## config.mk

```make
export PLATFORM = sky130hd
export DESIGN_NAME = maj_voter_n
export DESIGN_NICKNAME = d
export VERILOG_FILES = /design/src/rtl/maj_voter_n.sv
export SDC_FILE = /design/constraint.sdc
export NUM_CORES = 1
export LEC_CHECK = 0
export CORE_MARGIN = 5
export CORE_UTILIZATION = 40
export CTS_CLUSTER_DIAMETER = 40
export DETAILED_ROUTE_END_ITERATION = 16
export GPL_ROUTABILITY_DRIVEN = 0
export PLACE_DENSITY_LB_ADDON = 0.1
export SETUP_SLACK_MARGIN = 0.5
export SLEW_MARGIN = 15
export SYNTH_ARGS = -nofsm -noshare
export SYNTH_HDL_FRONTEND = slang
export SYNTH_SLANG_ARGS = --single-unit
```

## constraint.sdc

```tcl
create_clock -name clk -period 2.4 [get_ports clk]
set_input_delay 0.24 -clock clk [delete_from_list [all_inputs] [get_ports clk]]
set_output_delay 0.24 -clock clk [all_outputs]
set_load 0.005 [all_outputs]
```

## src/rtl/maj_voter_n.sv

```systemverilog
// maj_voter_n: N-way bitwise majority voter with per-channel mismatch, fault streaks and a saturating disagreement count.
// Latency: 1 cycle from in_valid to out_valid. Backpressure: none; a vote is accepted every cycle.
// Optional MAJ_VOTER_STICKY_FAULT_EN: fault bits latch until clr_fault or reset.
module maj_voter_n #(
  parameter int N            = 3,
  parameter int W            = 8,
  parameter int FAULT_THRESH = 3,
  parameter int CNT_W        = 8
) (
  input  logic             clk,
  input  logic             rst_n,
  input  logic             in_valid,
  input  logic [N*W-1:0]   in_data,
  input  logic             clr_fault,
  output logic             out_valid,
  output logic [W-1:0]     out_data,
  output logic [N-1:0]     mismatch,
  output logic [N-1:0]     fault,
  output logic [CNT_W-1:0] disagree_cnt
);

  localparam int CW = $clog2(N + 1);
  localparam int SW = $clog2(FAULT_THRESH + 1);
  localparam logic [CW-1:0]    QUORUM  = CW'((N + 1) / 2);
  localparam logic [SW-1:0]    THRESH  = SW'(FAULT_THRESH);
  localparam logic [CNT_W-1:0] CNT_MAX = '1;

  if (N < 3 || (N % 2) == 0) begin : g_bad_n
    $error("maj_voter_n: N must be odd and >= 3");
  end
  if (W < 1 || FAULT_THRESH < 1 || CNT_W < 1) begin : g_bad_param
    $error("maj_voter_n: W, FAULT_THRESH and CNT_W must be >= 1");
  end

  logic [W-1:0]     voted;
  logic [CW-1:0]    ones;
  logic [N-1:0]     mm_nxt;
  logic [SW-1:0]    streak_q   [N];
  logic [SW-1:0]    streak_nxt [N];
  logic [N-1:0]     fault_nxt;
  logic [CNT_W-1:0] cnt_nxt;

  // Per-bit population count against the quorum.
  always_comb begin
    voted = '0;
    ones  = '0;
    for (int b = 0; b < W; b++) begin
      ones = '0;
      for (int i = 0; i < N; i++) begin
        ones = ones + CW'(in_data[i*W+b]);
      end
      voted[b] = (ones >= QUORUM);
    end
  end

  always_comb begin
    mm_nxt = '0;
    for (int i = 0; i < N; i++) begin
      mm_nxt[i] = (in_data[i*W +: W] != voted);
    end
  end

  // Idle cycles hold the streak, so only valid agreeing votes break it.
  always_comb begin
    fault_nxt = '0;
    for (int i = 0; i < N; i++) begin
      streak_nxt[i] = streak_q[i];
      if (clr_fault) begin
        streak_nxt[i] = '0;
      end else if (in_valid) begin
        if (!mm_nxt[i]) begin
          streak_nxt[i] = '0;
        end else if (streak_q[i] != THRESH) begin
          streak_nxt[i] = streak_q[i] + 1'b1;
        end
      end
      fault_nxt[i] = (streak_nxt[i] == THRESH);
`ifdef MAJ_VOTER_STICKY_FAULT_EN
      if (fault[i] && !clr_fault) begin
        fault_nxt[i] = 1'b1;
      end
`endif
    end
  end

  always_comb begin
    cnt_nxt = disagree_cnt;
    if (clr_fault) begin
      cnt_nxt = '0;
    end else if (in_valid && (|mm_nxt) && (disagree_cnt != CNT_MAX)) begin
      cnt_nxt = disagree_cnt + 1'b1;
    end
  end

  always_ff @(posedge clk) begin
    if (!rst_n) begin
      out_valid    <= 1'b0;
      out_data     <= '0;
      mismatch     <= '0;
      fault        <= '0;
      disagree_cnt <= '0;
      for (int i = 0; i < N; i++) begin
        streak_q[i] <= '0;
      end
    end else begin
      out_valid    <= in_valid;
      mismatch     <= in_valid ? mm_nxt : '0;
      if (in_valid) begin
        out_data <= voted;
      end
      fault        <= fault_nxt;
      disagree_cnt <= cnt_nxt;
      for (int i = 0; i < N; i++) begin
        streak_q[i] <= streak_nxt[i];
      end
    end
  end

endmodule

```

==> run_summary.xml <==
<?xml version="1.0" encoding="UTF-8"?>
<metrics>
  <group name="die">
    <metric name="floorplan.initialDensity" unit="">0.4207</metric>
    <metric name="fp.dieH" unit="um">75.56</metric>
    <metric name="row_count" unit="">23</metric>
    <metric name="core_area" unit="um2">4086</metric>
    <metric name="boundaryPins" unit="">51</metric>
    <metric name="die_area" unit="um2">5709</metric>
    <metric name="chipWidth" unit="um">75.56</metric>
  </group>
  <group name="critical_path">
    <metric name="timing.critical_path.fanout_max" unit="">8</metric>
    <metric name="timing_worst_setup_path_type" unit="">primary input to flop</metric>
    <metric name="worstSetupStartpointType" unit="">primary input</metric>
    <metric name="critPathArrivalTime" unit="ps">1980</metric>
    <metric name="timing.critical_path.max_delay_family" unit="">compound AO/OA/AOI/OAI gates</metric>
    <metric name="cp.depth" unit="">9</metric>
    <metric name="reg2regPathDepth" unit="">6</metric>
    <metric name="worst-r2r-setup-slack" unit="ps">900</metric>
    <metric name="worst_path_required_time" unit="ps">2580</metric>
    <metric name="worst_setup_path_endpoint" unit="">disagree_cnt[6]</metric>
    <metric name="crit_end_category" unit="">flop</metric>
    <metric name="worst-path-buf-inv" unit="">2</metric>
    <metric name="regToRegStartpoint" unit="">disagree_cnt[0]</metric>
    <metric name="critical_path.startpoint" unit="">in_data[3]</metric>
    <metric name="max_stage_delay" unit="ps">350</metric>
    <metric name="r2r_end" unit="">disagree_cnt[0]</metric>
    <metric name="critPathSlowestCell" unit="">sky130_fd_sc_hd__nor4_4</metric>
    <metric name="crit_path_cell_trace" unit="">buf_8 -&gt; ha_4 -&gt; a21oi_4 -&gt; buf_6 -&gt; xnor2_4 -&gt; nor4_4 -&gt; nand4_4 -&gt; o21a_1 -&gt; o211a_1</metric>
  </group>
  <group name="timing">
    <metric name="tightest_slew" unit="ps">429.9</metric>
    <metric name="timing.final.hold_violations" unit="">0</metric>
    <metric name="rsz0062_at_grt" unit="">true</metric>
    <metric name="report.final.setup_viol" unit="">0</metric>
    <metric name="final_min_period_over_clock_period" unit="">0.7473</metric>
    <metric name="timing.final.ws_setup" unit="ps">606.4</metric>
    <metric name="final_period_minus_worst_setup_slack" unit="ps">1794</metric>
    <metric name="max_slew_margin" unit="">0.7125</metric>
    <metric name="worst_clock_skew" unit="ps">5.020</metric>
    <metric name="final-max-slew-violation-count" unit="">0</metric>
    <metric name="tns" unit="ps">0</metric>
    <metric name="fmaxAchievable" unit="MHz">557.5</metric>
  </group>
  <group name="route">
    <metric name="drc" unit="">0</metric>
    <metric name="vias_per_cell" unit="">5.079</metric>
    <metric name="first_iter_violations" unit="">76</metric>
    <metric name="wire_per_inst" unit="um">14.48</metric>
    <metric name="route.antenna.remaining_nets" unit="">0</metric>
    <metric name="wirelength" unit="mm">4.967</metric>
    <metric name="routed-via-count" unit="">1742</metric>
    <metric name="drt_pass1_iterations" unit="">4</metric>
  </group>
  <group name="global_route">
    <metric name="global_route.usage.total" unit="">0.1904</metric>
    <metric name="grt_pass1_vias" unit="">1766</metric>
    <metric name="grt_most_used_layer" unit="">met2</metric>
    <metric name="met1_capacity_usage_during_global_routing" unit="">0.2451</metric>
    <metric name="groute.layer.met2.usage" unit="">0.3097</metric>
    <metric name="grt_remaining_overflow" unit="">0</metric>
    <metric name="number_of_antenna_violations_at_the_first_check_in_global_routing" unit="">0</metric>
    <metric name="grt_first_pass_wirelength" unit="mm">8.121</metric>
    <metric name="grt.met3_usage" unit="">0.04222</metric>
    <metric name="grt_start_max_net_pins" unit="">19</metric>
  </group>
  <group name="logic_synthesis">
    <metric name="synth_largest_area_cell" unit="">sky130_fd_sc_hd__dfxtp_1</metric>
    <metric name="synth_most_common_cell" unit="">sky130_fd_sc_hd__dfxtp_1</metric>
    <metric name="post_synth_num_cell_types" unit="">30</metric>
    <metric name="synth-edff-count" unit="">0</metric>
    <metric name="syn-num-nets" unit="">228</metric>
    <metric name="mapped_cell_area" unit="um2">1719</metric>
    <metric name="synthArstFlopShare" unit="">0</metric>
    <metric name="synthTopCellsByCount" unit="">29 x sky130_fd_sc_hd__dfxtp_1, 19 x sky130_fd_sc_hd__nand2_1, 16 x sky130_fd_sc_hd__xnor2_1, 13 x sky130_fd_sc_hd__nor2_1, 10 x sky130_fd_sc_hd__nand2b_1</metric>
    <metric name="ys_seq_area_frac" unit="">0.3377</metric>
    <metric name="synth.area.top_cells" unit="">sky130_fd_sc_hd__dfxtp_1 34%, sky130_fd_sc_hd__xnor2_1 8.2%, sky130_fd_sc_hd__ha_1 6.6%, sky130_fd_sc_hd__o211a_1 5.2%, sky130_fd_sc_hd__nor4_4 4.9%</metric>
    <metric name="syn-instance-count" unit="">191</metric>
    <metric name="synth-warning-count" unit="">0</metric>
    <metric name="synth_ff_type" unit="">sky130_fd_sc_hd__dfxtp_1</metric>
    <metric name="yosys.area.top_type_share" unit="">0.3377</metric>
    <metric name="avgSynthCellArea" unit="um2">9.001</metric>
    <metric name="yosys_register_bits" unit="">29</metric>
  </group>
  <group name="clock_network">
    <metric name="path_clk_slew" unit="ps">60</metric>
    <metric name="cts_tree" unit="">yes</metric>
    <metric name="cts_hold_buffers" unit="">0</metric>
    <metric name="h-tree-depth" unit="">2</metric>
    <metric name="clock_tree.root_cell" unit="">sky130_fd_sc_hd__clkbuf_8</metric>
    <metric name="clkLatencyLatePin" unit="ps">290</metric>
    <metric name="cts_buffers" unit="">5</metric>
    <metric name="numClockSinks" unit="">29</metric>
    <metric name="number_of_buffers_on_the_longest_clock_path" unit="">2</metric>
  </group>
  <group name="power">
    <metric name="peakVddDrop" unit="mV">0.3694</metric>
    <metric name="power" unit="mW">1.368</metric>
    <metric name="power.density_cell_area" unit="nW/um2">459.5</metric>
    <metric name="power.leakage" unit="nW">1.338</metric>
  </group>
  <group name="placement">
    <metric name="detailedPlacementHpwl" unit="mm">3.337</metric>
    <metric name="dp_cells" unit="">316</metric>
    <metric name="place_ws" unit="ps">-50.62</metric>
    <metric name="numPortBuffers" unit="">50</metric>
  </group>
  <group name="flow_run">
    <metric name="timing.max_cap.violations" unit="">0</metric>
  </group>
  <group name="cells_and_area">
    <metric name="synthToLayoutAreaGrowth" unit="%">73.14</metric>
    <metric name="antenna_cells" unit="">0</metric>
    <metric name="final_nets" unit="">329</metric>
    <metric name="post_route_cells_drive_above_1_share" unit="">0.3857</metric>
    <metric name="final_core_utilization" unit="">0.7284</metric>
    <metric name="fin_cells" unit="">343</metric>
  </group>
  <group name="run_status">
    <metric name="run_status" unit="">finished, final reports clean</metric>
  </group>
  <group name="worst_hold_path">
    <metric name="hp-class" unit="">flop to flop</metric>
  </group>
</metrics>
==> metal layers <==
metal  part of all wire  vias up
met5                  0        -
li1                   -      877
met2               0.48       45
met4              0.026        0
met1               0.45      807
met3              0.048       13
==> kinds of logic after synthesis <==
group / after synthesis / share of synthesized area
AND/OR/NAND/NOR: 73 / 0.2606
XOR/XNOR: 16 / 0.08151
flip-flops: 29 / 0.3377
multiplexers: 7 / 0.04076
AO/OA/AOI/OAI: 42 / 0.1812
buffers and inverters: 15 / 0.03275
adder cells (fa/ha/maj): 9 / 0.06550
==> report_power, final <==
| part | total (mW) | switching, mW | leakage, nW | internal [mW] |
|---|---|---|---|---|
| combinational | 0.464 | 0.198 | 1.06 | 0.265 |
| sequential | 0.511 | 0.0102 | 0.237 | 0.500 |
| clock | 0.394 | 0.194 | 0.0439 | 0.199 |
==> per-stage QoR <==
stage	hold WS, ps	cell area [um2]
2_1_floorplan	459.0	1719
3_3_place_gp	463.4	2492
3_5_place_dp	469.4	2492
4_1_cts	484.7	2935
5_1_grt	513.4	2977
6_report	485.7	2977
==> state kept, by name (all words and copies together), names as in the netlist <==
signal,cells
disagree_cnt,8
streak_q,6
out_valid,1
fault,3
mismatch,3
out_data,8
==> layout by cell type, fill, tap and decap left out, types with 2 or more instances in the layout <==
master and instances:
sky130_fd_sc_hd__ha_4 8, sky130_fd_sc_hd__a21oi_4 7, sky130_fd_sc_hd__clkdlybuf4s50_1 26, sky130_fd_sc_hd__nand3_1 4
sky130_fd_sc_hd__dlymetal6s2s_1 5, sky130_fd_sc_hd__mux2i_1 7, sky130_fd_sc_hd__nand2b_1 10, sky130_fd_sc_hd__a21oi_1 6
sky130_fd_sc_hd__clkbuf_2 12, sky130_fd_sc_hd__nor4_4 4, sky130_fd_sc_hd__o21ai_1 2, sky130_fd_sc_hd__clkbuf_8 5
sky130_fd_sc_hd__o211a_1 9, sky130_fd_sc_hd__nor3b_1 7, sky130_fd_sc_hd__buf_6 3, sky130_fd_sc_hd__o21ai_0 6
sky130_fd_sc_hd__nor2_1 13, sky130_fd_sc_hd__nand4_1 3, sky130_fd_sc_hd__o22ai_1 2, sky130_fd_sc_hd__and2_1 4
sky130_fd_sc_hd__a22oi_1 2, sky130_fd_sc_hd__dlygate4sd2_1 3, sky130_fd_sc_hd__buf_2 2, sky130_fd_sc_hd__buf_4 48
sky130_fd_sc_hd__o211ai_1 2, sky130_fd_sc_hd__nand2_1 19, sky130_fd_sc_hd__clkinv_2 2, sky130_fd_sc_hd__xnor2_4 2
sky130_fd_sc_hd__nor3_1 6, sky130_fd_sc_hd__dfxtp_1 29, sky130_fd_sc_hd__inv_1 9, sky130_fd_sc_hd__xnor2_2 13
==> how the worst min path moves through the flow <==
stage,startpoint,end,slack [ps],cells after the start
2_1_floorplan,clr_fault,streak_q[0][3],460,2
3_3_place_gp,out_data[2],out_data[2],460,1
3_5_place_dp,out_data[6],out_data[6],470,1
4_1_cts,out_data[6],out_data[6],480,1
5_1_grt,out_data[2],out_data[2],510,1
6_report,out_data[1],out_data[1],490,1
==> repair_timing <==
action | CTS | global route
pin swaps | 22 | 26
cloned | 0 | 0
setup buffers | 17 | 2
gates resized for setup | 54 | 48
setup endpoints to repair | 16 | 11
==> area by class of cell <==
cell class / count / area (um2)
Multi-Input combinational cell: 147 / 1385
Fill cell: 315 / 1110
Timing Repair Buffer: 100 / 828.3
Sequential cell: 29 / 580.6
Clock buffer: 5 / 68.82
Tap cell: 50 / 62.56
Inverter: 9 / 33.78
Clock inverter: 3 / 17.52
Power figures use the tool's default switching activity.
